**src/rtl/fp_pkg.sv**
```systemverilog
// Float format helpers shared by int_to_floating_point and floating_point_multiplier.
// Format: [sign | EXP_WIDTH exponent | FRAC_WIDTH fraction], hidden lead bit not stored.
`timescale 1ns/1ps
package fp_pkg;

    localparam int unsigned FP32_EXP_WIDTH  = 8;
    localparam int unsigned FP32_FRAC_WIDTH = 23;
    localparam int unsigned FP_FRAC_LSB     = 0;

    function automatic int unsigned fp_bias(input int unsigned exp_width);
        return (32'd1 << (exp_width - 1)) - 32'd1;
    endfunction

    function automatic int unsigned fp_exp_max(input int unsigned exp_width);
        return (32'd1 << exp_width) - 32'd1;
    endfunction

    function automatic int unsigned fp_width(input int unsigned exp_width,
                                             input int unsigned frac_width);
        return 1 + exp_width + frac_width;
    endfunction

    function automatic int unsigned fp_frac_msb(input int unsigned frac_width);
        return frac_width - 1;
    endfunction

    function automatic int unsigned fp_exp_lsb(input int unsigned frac_width);
        return frac_width;
    endfunction

    function automatic int unsigned fp_exp_msb(input int unsigned exp_width,
                                               input int unsigned frac_width);
        return frac_width + exp_width - 1;
    endfunction

    function automatic int unsigned fp_sign_bit(input int unsigned exp_width,
                                                input int unsigned frac_width);
        return frac_width + exp_width;
    endfunction

endpackage

```
**src/rtl/leading_one_detector.sv**
```systemverilog
// Combinational leading-one detector: index of the most significant set bit plus a zero flag.
`timescale 1ns/1ps
module leading_one_detector #(
    parameter int unsigned WIDTH = 32
) (
    input  logic [WIDTH-1:0]         vec,
    output logic [$clog2(WIDTH)-1:0] pos,
    output logic                     zero
);

    localparam int unsigned POS_W = $clog2(WIDTH);

    always_comb begin
        pos = '0;
        for (int unsigned i = 0; i < WIDTH; i++) begin
            if (vec[i]) pos = POS_W'(i);
        end
    end

    assign zero = ~|vec;

endmodule

```
**src/rtl/int_to_floating_point.sv**
```systemverilog
// Pipelined integer -> float converter, round-to-nearest ties-away, saturates to +/-inf.
// Optional input skid buffer selected by macro INT_TO_FP_SKID_EN.
`timescale 1ns/1ps
module int_to_floating_point
    import fp_pkg::*;
#(
    parameter int unsigned INT_WIDTH  = 32,
    parameter int unsigned SIGNED_IN  = 1,
    parameter int unsigned EXP_WIDTH  = 8,
    parameter int unsigned FRAC_WIDTH = 23
) (
    input  logic                                        clk_i,
    input  logic                                        rst_ni,
    input  logic [INT_WIDTH-1:0]                        int_i,
    input  logic                                        valid_i,
    output logic                                        ready_o,
    output logic [fp_width(EXP_WIDTH, FRAC_WIDTH)-1:0]  fp_o,
    output logic                                        valid_o,
    input  logic                                        ready_i
);

    localparam int unsigned FPW      = fp_width(EXP_WIDTH, FRAC_WIDTH);
    localparam int unsigned BIAS     = fp_bias(EXP_WIDTH);
    localparam int unsigned EXP_MAX  = fp_exp_max(EXP_WIDTH);
    localparam int unsigned SIGN_BIT = fp_sign_bit(EXP_WIDTH, FRAC_WIDTH);
    localparam int unsigned EXP_MSB  = fp_exp_msb(EXP_WIDTH, FRAC_WIDTH);
    localparam int unsigned EXP_LSB  = fp_exp_lsb(FRAC_WIDTH);
    localparam int unsigned FRAC_MSB = fp_frac_msb(FRAC_WIDTH);
    localparam int unsigned PW       = $clog2(INT_WIDTH);

    logic                 adv;
    logic                 pipe_valid;
    logic [INT_WIDTH-1:0] pipe_data;

    assign adv = !valid_o || ready_i;

`ifdef INT_TO_FP_SKID_EN
    logic [INT_WIDTH-1:0] skid_data [2];
    logic [1:0]           skid_cnt;
    logic [1:0]           skid_cnt_next;
    logic                 skid_push;
    logic                 skid_pop;
    logic                 ready_q;

    // Empty buffer is bypassed so latency is unchanged; buffered entries always go first.
    always_comb begin
        pipe_valid = valid_i;
        pipe_data  = int_i;
        if (skid_cnt != 2'd0) begin
            pipe_valid = 1'b1;
            pipe_data  = skid_data[0];
        end
        skid_pop      = (skid_cnt != 2'd0) && adv;
        skid_push     = valid_i && ready_q && !((skid_cnt == 2'd0) && adv);
        skid_cnt_next = skid_cnt + 2'(skid_push) - 2'(skid_pop);
    end

    always_ff @(posedge clk_i or negedge rst_ni) begin
        if (!rst_ni) begin
            skid_cnt     <= 2'd0;
            ready_q      <= 1'b1;
            skid_data[0] <= '0;
            skid_data[1] <= '0;
        end else begin
            skid_cnt <= skid_cnt_next;
            ready_q  <= (skid_cnt_next != 2'd2);
            if (skid_pop && skid_push) begin
                skid_data[0] <= int_i;
            end else if (skid_pop) begin
                skid_data[0] <= skid_data[1];
            end else if (skid_push) begin
                skid_data[skid_cnt[0]] <= int_i;
            end
        end
    end

    assign ready_o = ready_q;
`else
    assign pipe_valid = valid_i;
    assign pipe_data  = int_i;
    assign ready_o    = adv;
`endif

    logic                 in_sign;
    logic [INT_WIDTH-1:0] in_mag;
    logic [PW-1:0]        lod_pos;
    logic                 lod_zero;

    assign in_sign = (SIGNED_IN != 0) && pipe_data[INT_WIDTH-1];
    assign in_mag  = in_sign ? -pipe_data : pipe_data;

    leading_one_detector #(
        .WIDTH (INT_WIDTH)
    ) u_lod (
        .vec  (in_mag),
        .pos  (lod_pos),
        .zero (lod_zero)
    );

    logic                 s1_valid;
    logic                 s1_sign;
    logic                 s1_zero;
    logic [INT_WIDTH-1:0] s1_mag;
    logic [PW-1:0]        s1_pos;

    always_ff @(posedge clk_i or negedge rst_ni) begin
        if (!rst_ni) begin
            s1_valid <= 1'b0;
            s1_sign  <= 1'b0;
            s1_zero  <= 1'b1;
            s1_mag   <= '0;
            s1_pos   <= '0;
        end else if (adv) begin
            s1_valid <= pipe_valid;
            s1_sign  <= in_sign;
            s1_zero  <= lod_zero;
            s1_mag   <= in_mag;
            s1_pos   <= lod_pos;
        end
    end

    // Lead one lands just above {frac, round}; the cast drops it along with everything below round.
    logic [FRAC_WIDTH:0] s1_norm;
    assign s1_norm = (FRAC_WIDTH + 1)'(({s1_mag, {(FRAC_WIDTH + 1){1'b0}}}
                     << (INT_WIDTH - 1 - 32'(s1_pos))) >> (INT_WIDTH - 1));

    logic                  s2_valid;
    logic                  s2_sign;
    logic                  s2_zero;
    logic [FRAC_WIDTH-1:0] s2_frac;
    logic                  s2_rnd;
    logic [31:0]           s2_exp;

    always_ff @(posedge clk_i or negedge rst_ni) begin
        if (!rst_ni) begin
            s2_valid <= 1'b0;
            s2_sign  <= 1'b0;
            s2_zero  <= 1'b1;
            s2_frac  <= '0;
            s2_rnd   <= 1'b0;
            s2_exp   <= '0;
        end else if (adv) begin
            s2_valid <= s1_valid;
            s2_sign  <= s1_sign;
            s2_zero  <= s1_zero;
            s2_frac  <= s1_norm[FRAC_WIDTH:1];
            s2_rnd   <= s1_norm[0];
            s2_exp   <= 32'(s1_pos) + BIAS;
        end
    end

    logic                  carry;
    logic [FRAC_WIDTH-1:0] frac_r;
    logic [31:0]           exp_r;
    logic [FPW-1:0]        fp_next;

    // A rounding carry wraps frac_r to zero, which is exactly the renormalised fraction.
    always_comb begin
        {carry, frac_r} = {1'b0, s2_frac} + (FRAC_WIDTH + 1)'(s2_rnd);
        exp_r           = s2_exp + 32'(carry);
        fp_next         = '0;
        if (!s2_zero) begin
            fp_next[SIGN_BIT] = s2_sign;
            if (exp_r >= EXP_MAX) begin
                fp_next[EXP_MSB:EXP_LSB] = '1;
            end else begin
                fp_next[EXP_MSB:EXP_LSB]      = exp_r[EXP_WIDTH-1:0];
                fp_next[FRAC_MSB:FP_FRAC_LSB] = frac_r;
            end
        end
    end

    always_ff @(posedge clk_i or negedge rst_ni) begin
        if (!rst_ni) begin
            valid_o <= 1'b0;
            fp_o    <= '0;
        end else if (adv) begin
            valid_o <= s2_valid;
            fp_o    <= fp_next;
        end
    end

endmodule
```
**config.mk**
```make
export PLATFORM = sky130hd
export DESIGN_NAME = int_to_floating_point
export DESIGN_NICKNAME = d
export VERILOG_FILES = /design/src/rtl/fp_pkg.sv /design/src/rtl/leading_one_detector.sv /design/src/rtl/int_to_floating_point.sv
export SDC_FILE = /design/constraint.sdc
export NUM_CORES = 1
export LEC_CHECK = 0
export BUFFER_PORTS_ARGS = -buffer_cell sky130_fd_sc_hd__buf_2
export CAP_MARGIN = 10
export CORE_MARGIN = 1.5
export CORE_UTILIZATION = 60
export CTS_CLUSTER_SIZE = 20
export DETAILED_ROUTE_END_ITERATION = 6
export PLACE_DENSITY = 0.81
export SYNTH_ARGS = -nofsm -noshare
export SYNTH_HDL_FRONTEND = slang
export SYNTH_HIERARCHICAL = 1
export SYNTH_SLANG_ARGS = --single-unit
```
**constraint.sdc**
```tcl
create_clock -name clk_i -period 3.55 [get_ports clk_i]
set_input_delay 0.71 -clock clk_i [delete_from_list [all_inputs] [get_ports clk_i]]
set_output_delay 0.71 -clock clk_i [all_outputs]
set_load 0.01 [all_outputs]
```
==> reports/metrics.yaml, run 1 <==
run_status:
  outcome: "complete, no violations"
finish:
  fin_util_pct: 69.72
  drive_gt1_share_pct: 20.37
  fin_area_sq_um: 8097
  nets: 901
  antenna_cells: 0
  layout_common_cells: "121 x nand2_1, 104 x dfrtp_1, 76 x nor2_1"
  mostFrequentLayoutCell: "nand2_1"
  area_delta_synth_final_pct: 11.59
  fin_cells: 1007
global_routing:
  track_usage_pct: 28.58
  overflow: 0
  grt_busiest_layer: "met2"
  grt_pass1_wl_microns: 29600
  grt_max_degree: 58
  grt_pass1_vias: 5980
  use_met2_pct: 50.73
  met3_usage_pct: 4.017
  use_met1_pct: 36.28
  antenna_found_initial: 0
pwr:
  peakVddDrop_v: 0.0003118
  p_leak_uw: 0.003370
  power_uw: 5809
  power_density_nw_per_um2: 717.4
setup_path:
  reg2reg_from: "s2_frac[11]$_DFFE_PN0P_"
  r2r_setup_slack_ns: 0.50
  cp_slowest_stage_delay_ns: 0.54
  end_kind: "flip-flop"
  worstSetupPathType: "input port to flip-flop"
  path_cells: "buf_2 > or4_4 > or4_4 > o41ai_1 > xnor2_1 > nor4_1 > and3_1 > nand3_1 > nor3_1 > nand2_1 > nand2_1"
  critPathLaunchType: "input port"
  worstPathRequired_ns: 3.84
  slowest_stage: "or4_4"
  r2r_end: "fp_o[19]$_DFFE_PN0P_"
  cp.arrival_ns: 3.57
  reg2reg_depth: 9
  cp_num_buf_inv: 1
  critPathTopFamily: "simple AND/OR/NAND/NOR gates"
  crit_fanout: 6
timing:
  rsz0062_at_grt: "false"
  tightestPinTransition_ns: 0.8563
  finalHoldViolations: 0
  max_freq_mhz: 305.6
  finalClockSkew_ns: 0.008005
  maxSlewViolCount: 0
  period_share_pct: 92.19
  post-route-min-period_ns: 3.273
  setup_viol: 0
  worst_slew_margin_rel_pct: 42.91
placement:
  placed_cell_area_sq_um: 7776
  io_buffers: 69
  globalplace.congestion: 0.9042
  placed_cells: 991
  post-dp-hpwl_microns: 13340
logic_synthesis:
  syn_area_sq_um: 7256
  synth_edf_count: 0
  ys_types: 65
  syn-num-nets: 844
  yosys_warnings: 6
  async_flop_share_pct: 100.0
  ys_ff_latch: 107
  avgSynthCellArea_sq_um: 9.047
  synth_top_area_share_pct: 36.21
  yosys.area.top_type: "dfrtp_1"
  synthCells: 802
  ys.flop_type: "dfrtp_1"
  synth.area.top_cells: "dfrtp_1 36%, nand2_1 6.3%, mux2_2 5.7%, xnor2_1 5.4%, mux4_2 4.7%"
  yosysSeqAreaShare_pct: 36.94
clock_network:
  clk_pin_slew_ns: 0.07
  cts.path.max_buffers: 2
  clock_latency_ns: 0.35
  holdBufCountCts: 0
  cts_made_buffers: 9
  cts_resized: 0
  cts_tree: "yes"
  h-tree-depth: 3
  cts-root-buf: "clkbuf_16"
  postCtsSetupBuffers: 0
  numClockSinks: 107
drt:
  drtIter0Drc: 459
  drt_pre_antenna_iters: 6
  drcViolationCount: 0
  drt_wl_total_microns: 17830
  drt.antenna.violating_nets: 0
  via_count: 6293
  viasPerCell: 6.249
  wl_per_cell_microns: 17.71
die:
  die-area_sq_um: 12760
  rows: 39
  pin_count: 70
  fp.coreArea_sq_um: 11610
  fp.dieW_microns: 113.0
  start_util_pct: 62.48
  die_h_microns: 113.0
run:
  max_cap_viol_count: 0
hold_path:
  hold_class: "input port to asynchronous set/reset pin"
==> cell usage after synthesis, drive strengths merged, types with 4 or more instances <==
| cell | instances |
|---|---|
| ha | 6 |
| nand4 | 9 |
| or4 | 6 |
| nor3 | 20 |
| mux4 | 15 |
| nor4 | 16 |
| xor2 | 10 |
| xnor2 | 45 |
| nand2 | 121 |
| mux2i | 33 |
| nor2 | 76 |
| buf | 13 |
| o31ai | 17 |
| o22ai | 4 |
| inv | 13 |
| a211o | 4 |
| nand2b | 12 |
| o21ai | 62 |
| clkbuf | 35 |
| a22oi | 6 |
| nor2b | 11 |
| mux2 | 41 |
| a21oi | 24 |
| a211oi | 5 |
| a221oi | 5 |
| and2 | 6 |
| nand3 | 14 |
| a22o | 4 |
| a221o | 5 |
| and3 | 6 |
| o41ai | 8 |
| dfrtp | 105 |
==> per-stage QoR <==
stage | setup slack [ns] | hold slack, ns | setup TNS (ns)
floorplan | 0.2855 | 0.4144 | 0
global placement | 0.04549 | 0.4402 | 0
global route | 0.02867 | 0.4479 | 0
detailed placement | -0.03687 | 0.4471 | -0.07714
CTS | 0.3011 | 0.4099 | 0
finish | 0.2773 | 0.3872 | 0
==> power breakdown <==
| part | internal [uW] | switching [uW] |
|---|---|---|
| logic | 1160 | 1360 |
| registers | 1670 | 537 |
| clock network | 639 | 444 |
| total | 3460 | 2350 |
==> registers in the layout, indices dropped and copies added, names as in the netlist, 5 cells and up <==
name     flops
s1_mag      31
s2_exp       8
s2_frac     23
fp_o        32
s1_pos       5
==> routing by layer <==
| layer | part of all wire, % | wire, microns | vias to the layer above |
|---|---|---|---|
| met5 | 0 | 0 | - |
| met4 | 3.0 | 540 | 0 |
| met3 | 3.8 | 680 | 46 |
| met2 | 50 | 8884 | 196 |
| met1 | 43 | 7723 | 3019 |
| li1 | - | - | 3032 |
==> cell families (layout without fill, tap and decap cells) <==
family | after synthesis | after routing | share of synthesized area (%)
AOI/OAI and AO/OA | 169 | 169 | 15.54
xor gates and xnor gates | 55 | 55 | 6.639
adders and majority gates | 6 | 6 | 1.035
buffers and inverters | 62 | 124 | 3.690
DFF | 107 | 107 | 36.94
muxes | 89 | 89 | 15.78
and+or+nand+nor | 314 | 314 | 20.38
==> layout make-up <==
cell class              instances  area (sq um)
inverters                      14         52.55
fillers                       935          3517
flip-flops and latches        107          2681
clock inverters                 4         73.82
multi-input cells             633          4315
repair buffers                 94         548.0
clock buffers                  12         246.5
well taps                     143         178.9
==> worst max-delay path by stage <==
stage	cells after the start	endpoint	from	slack [ns]
2_1_floorplan	10	s1_zero$_DFFE_PN1P_	int_i[14]	0.29
3_3_place_gp	12	s1_zero$_DFFE_PN1P_	int_i[14]	0.05
3_5_place_dp	11	s1_zero$_DFFE_PN1P_	int_i[14]	-0.04
4_1_cts	11	s1_zero$_DFFE_PN1P_	int_i[14]	0.30
5_1_grt	12	s1_zero$_DFFE_PN1P_	int_i[14]	0.03
6_report	11	s1_zero$_DFFE_PN1P_	int_i[14]	0.28
(Power assumes the default switching activity.)
==> run 2, diff against run 1 <==
--- a/config.mk
+++ b/config.mk
@@ -5,10 +5,11 @@
 export SDC_FILE = /design/constraint.sdc
 export NUM_CORES = 1
 export LEC_CHECK = 0
+export ABC_AREA = 1
 export BUFFER_PORTS_ARGS = -buffer_cell sky130_fd_sc_hd__buf_2
 export CAP_MARGIN = 10
 export CORE_MARGIN = 1.5
-export CORE_UTILIZATION = 60
+export CORE_UTILIZATION = 61
 export CTS_CLUSTER_SIZE = 20
 export DETAILED_ROUTE_END_ITERATION = 6
 export PLACE_DENSITY = 0.81
==> run 2 against run 1 <==
Compared with the run above:
- fmax grew 9.8%
- critical path depth increased by 25
- register-to-register slack better by 0.15 ns
- utilization down 2.0 points
- via count rose by 25%
- final area up 4.6%
- synthesized cell count rose by 53%
- clock-buffer cell count stayed put
- highest routed layer unchanged
- setup slack improved by 0.29 ns
==> reports/metrics.yaml, run 2 <==
run_status:
  outcome: "complete, no violations"
placement:
  post-dp-hpwl_microns: 14340  # +7.5%
  io_buffers: 69  # unchanged
  placed_cell_area_sq_um: 8195  # +5.4%
  globalplace.congestion: 0.9382  # +3.8%
clock_network:
  holdBufCountCts: 0  # unchanged
  cts_tree: "yes"
  cts-root-buf: "clkbuf_16"
  h-tree-depth: 3  # unchanged
  clk_pin_slew_ns: 0.06  # about the same
  cts.path.max_buffers: 2  # unchanged
  postCtsSetupBuffers: 0  # unchanged
  numClockSinks: 107  # unchanged
  cts_made_buffers: 9  # unchanged
  clock_latency_ns: 0.34  # about the same
  cts_resized: 0  # unchanged
setup_path:
  crit_fanout: 4  # -2
  cp.arrival_ns: 3.19  # -0.38 ns
  worstPathRequired_ns: 3.75  # -0.09 ns
  worstSetupPathType: "input port to flip-flop"
  r2r_setup_slack_ns: 0.65  # +0.15 ns
  end_kind: "flip-flop"
  crit_top_cell: "nand2_1"
  cp_num_buf_inv: 3  # +2
  cp_slowest_stage_delay_ns: 0.25  # -0.29 ns
  reg2reg_depth: 16  # +7
  critPathTopFamily: "simple AND/OR/NAND/NOR gates"
  critPathLaunchType: "input port"
  slowest_stage: "xor2_1"
  path_depth: 36  # +25
die:
  start_util_pct: 61.99  # -0.49 points
  fp.coreArea_sq_um: 12520  # +7.8%
  fp.dieW_microns: 115.8  # +2.5%
  pin_count: 70  # unchanged
  die-area_sq_um: 13410  # +5.0%
  rows: 41  # +5.1%
  die_h_microns: 115.8  # +2.5%
logic_synthesis:
  yosysMostFrequentCell: "nand2_1"
  yosys.area.top_type: "dfrtp_1"
  avgSynthCellArea_sq_um: 6.334  # -30%
  synth_top_area_share_pct: 33.87  # -2.3 points
  syn_area_sq_um: 7759  # +6.9%
  yosys_warnings: 6  # unchanged
  async_flop_share_pct: 100.0  # unchanged
  synth_edf_count: 0  # unchanged
  synthCells: 1225  # +53%
  ys_ff_latch: 107  # unchanged
  syn-num-nets: 1267  # +50%
  yosysSeqAreaShare_pct: 34.54  # -2.4 points
  ys_types: 36  # -45%
  synth.area.top_cells: "dfrtp_1 34%, nand2_1 21%, nand3_1 12%, inv_1 5.5%, nor2_1 5.0%"
  ys.flop_type: "dfrtp_1"
  yosys-top-cells-count: "440 x nand2_1, 190 x nand3_1, 114 x inv_1"
timing:
  finalHoldViolations: 0  # unchanged
  setup_viol: 0  # unchanged
  holdWs_ns: 0.3663  # -0.02084 ns
  worst_slew_margin_rel_pct: 25.54  # -17 points
  tightestPinTransition_ns: 1.116  # +0.2593 ns
  period_share_pct: 83.99  # -8.2 points
  post-route-min-period_ns: 2.982  # -0.2910 ns
  max_freq_mhz: 335.4  # +9.8%
  maxSlewViolCount: 0  # unchanged
  finalClockSkew_ns: 0.006293  # -0.001712 ns
  rsz0062_at_grt: "false"
  finalSetupTns_ns: 0  # unchanged
finish:
  top_register: "fp_o"
  drive_gt1_share_pct: 9.866  # -11 points
  reg_top3: "fp_o (32), s1_mag (31), s2_frac (23)"
  area_delta_synth_final_pct: 9.176
  mostFrequentLayoutCell: "nand2_1"
  layout_common_cells: "440 x nand2_1, 190 x nand3_1, 113 x inv_1"
  largest_reg_flops: 32  # unchanged
  nets: 1306  # +45%
  fin_util_pct: 67.67  # -2.0 points
  fin_area_sq_um: 8471  # +4.6%
  antenna_cells: 0  # unchanged
global_routing:
  grt_max_degree: 59  # +1.7%
  grt_pass1_vias: 7085  # +18%
  overflow: 0  # unchanged
  track_usage_pct: 29.72  # +1.1 points
  grt_pass1_wl_microns: 32150  # +8.6%
  antenna_found_initial: 0  # unchanged
drt:
  viasPerCell: 5.478  # -12%
  drt_pre_antenna_iters: 6  # unchanged
  via_count: 7883  # +25%
  drtIter0Drc: 774  # +69%
  drt.antenna.violating_nets: 0  # unchanged
  drt_wl_total_microns: 18860  # +5.8%
  drcViolationCount: 0  # unchanged
  wl_per_cell_microns: 13.11  # -26%
pwr:
  power_uw: 5612  # -3.4%
  p_leak_uw: 0.004463  # +32%
  power_density_nw_per_um2: 662.5  # -7.7%
  peakVddDrop_v: 0.0003103  # -0.48%
hold_path:
  hold_class: "input port to asynchronous set/reset pin"
run:
  max_cap_viol_count: 0  # unchanged
run 2: per-layer routing:
layer | track usage [%] | routed length (microns)
met5 | 0 | 0
met1 | 38.30 | 8313
met4 | 12.36 | 603
met2 | 50.82 | 9101
met3 | 3.556 | 840
run 2: path summary, 6_finish.rpt:
path                                            from                      to
worst min register to register  s2_valid$_DFFE_PN0P_     valid_o$_DFFE_PN0P_
max in group asynchronous                     rst_ni  s1_mag[28]$_DFFE_PN0P_
worst max register to register    s2_rnd$_DFFE_PN0P_    fp_o[23]$_DFFE_PN0P_
worst min-delay path                          rst_ni    fp_o[30]$_DFFE_PN0P_
min in group clk_i              s2_valid$_DFFE_PN0P_     valid_o$_DFFE_PN0P_
worst max-delay path                        int_i[0]   s1_pos[0]$_DFFE_PN0P_
run 2: report_power, final:
| part | internal [uW] | switching, uW | total, uW | leakage (uW) |
|---|---|---|---|---|
| sequential | 1670 | 392 | 2060 | 0.00128 |
| combinational | 895 | 1690 | 2590 | 0.00305 |
| clock | 541 | 418 | 960 | 0.000133 |
run 2: cells by family (layout without fill, tap and decap cells):
logic type	count (synthesis)	after routing	share of synthesized area, %
compound gates	100	100	7.515
xor+xnor	34	34	3.838
fa+ha+maj	6	6	0.9676
buf+inv	180	222	9.160
flops	107	107	34.54
simple gates	798	798	43.98
run 2: cell type report:
class	count	area (sq um)
clock buffer	12	236.5
tap	172	215.2
inverter	125	469.2
fill	1191	4046
sequential	107	2680
timing repair buffer	83	452.9
clock inverter	2	38.79
multi-input combinational	938	4378
run 2: per-stage QoR:
step,setup WS (ns),cells
after detailed placement,0.2218,1425
final,0.5683,1439
after CTS,0.5715,1439
after global placement,0.3489,1425
after floorplan,0.6228,1225
after global routing,0.1113,1439
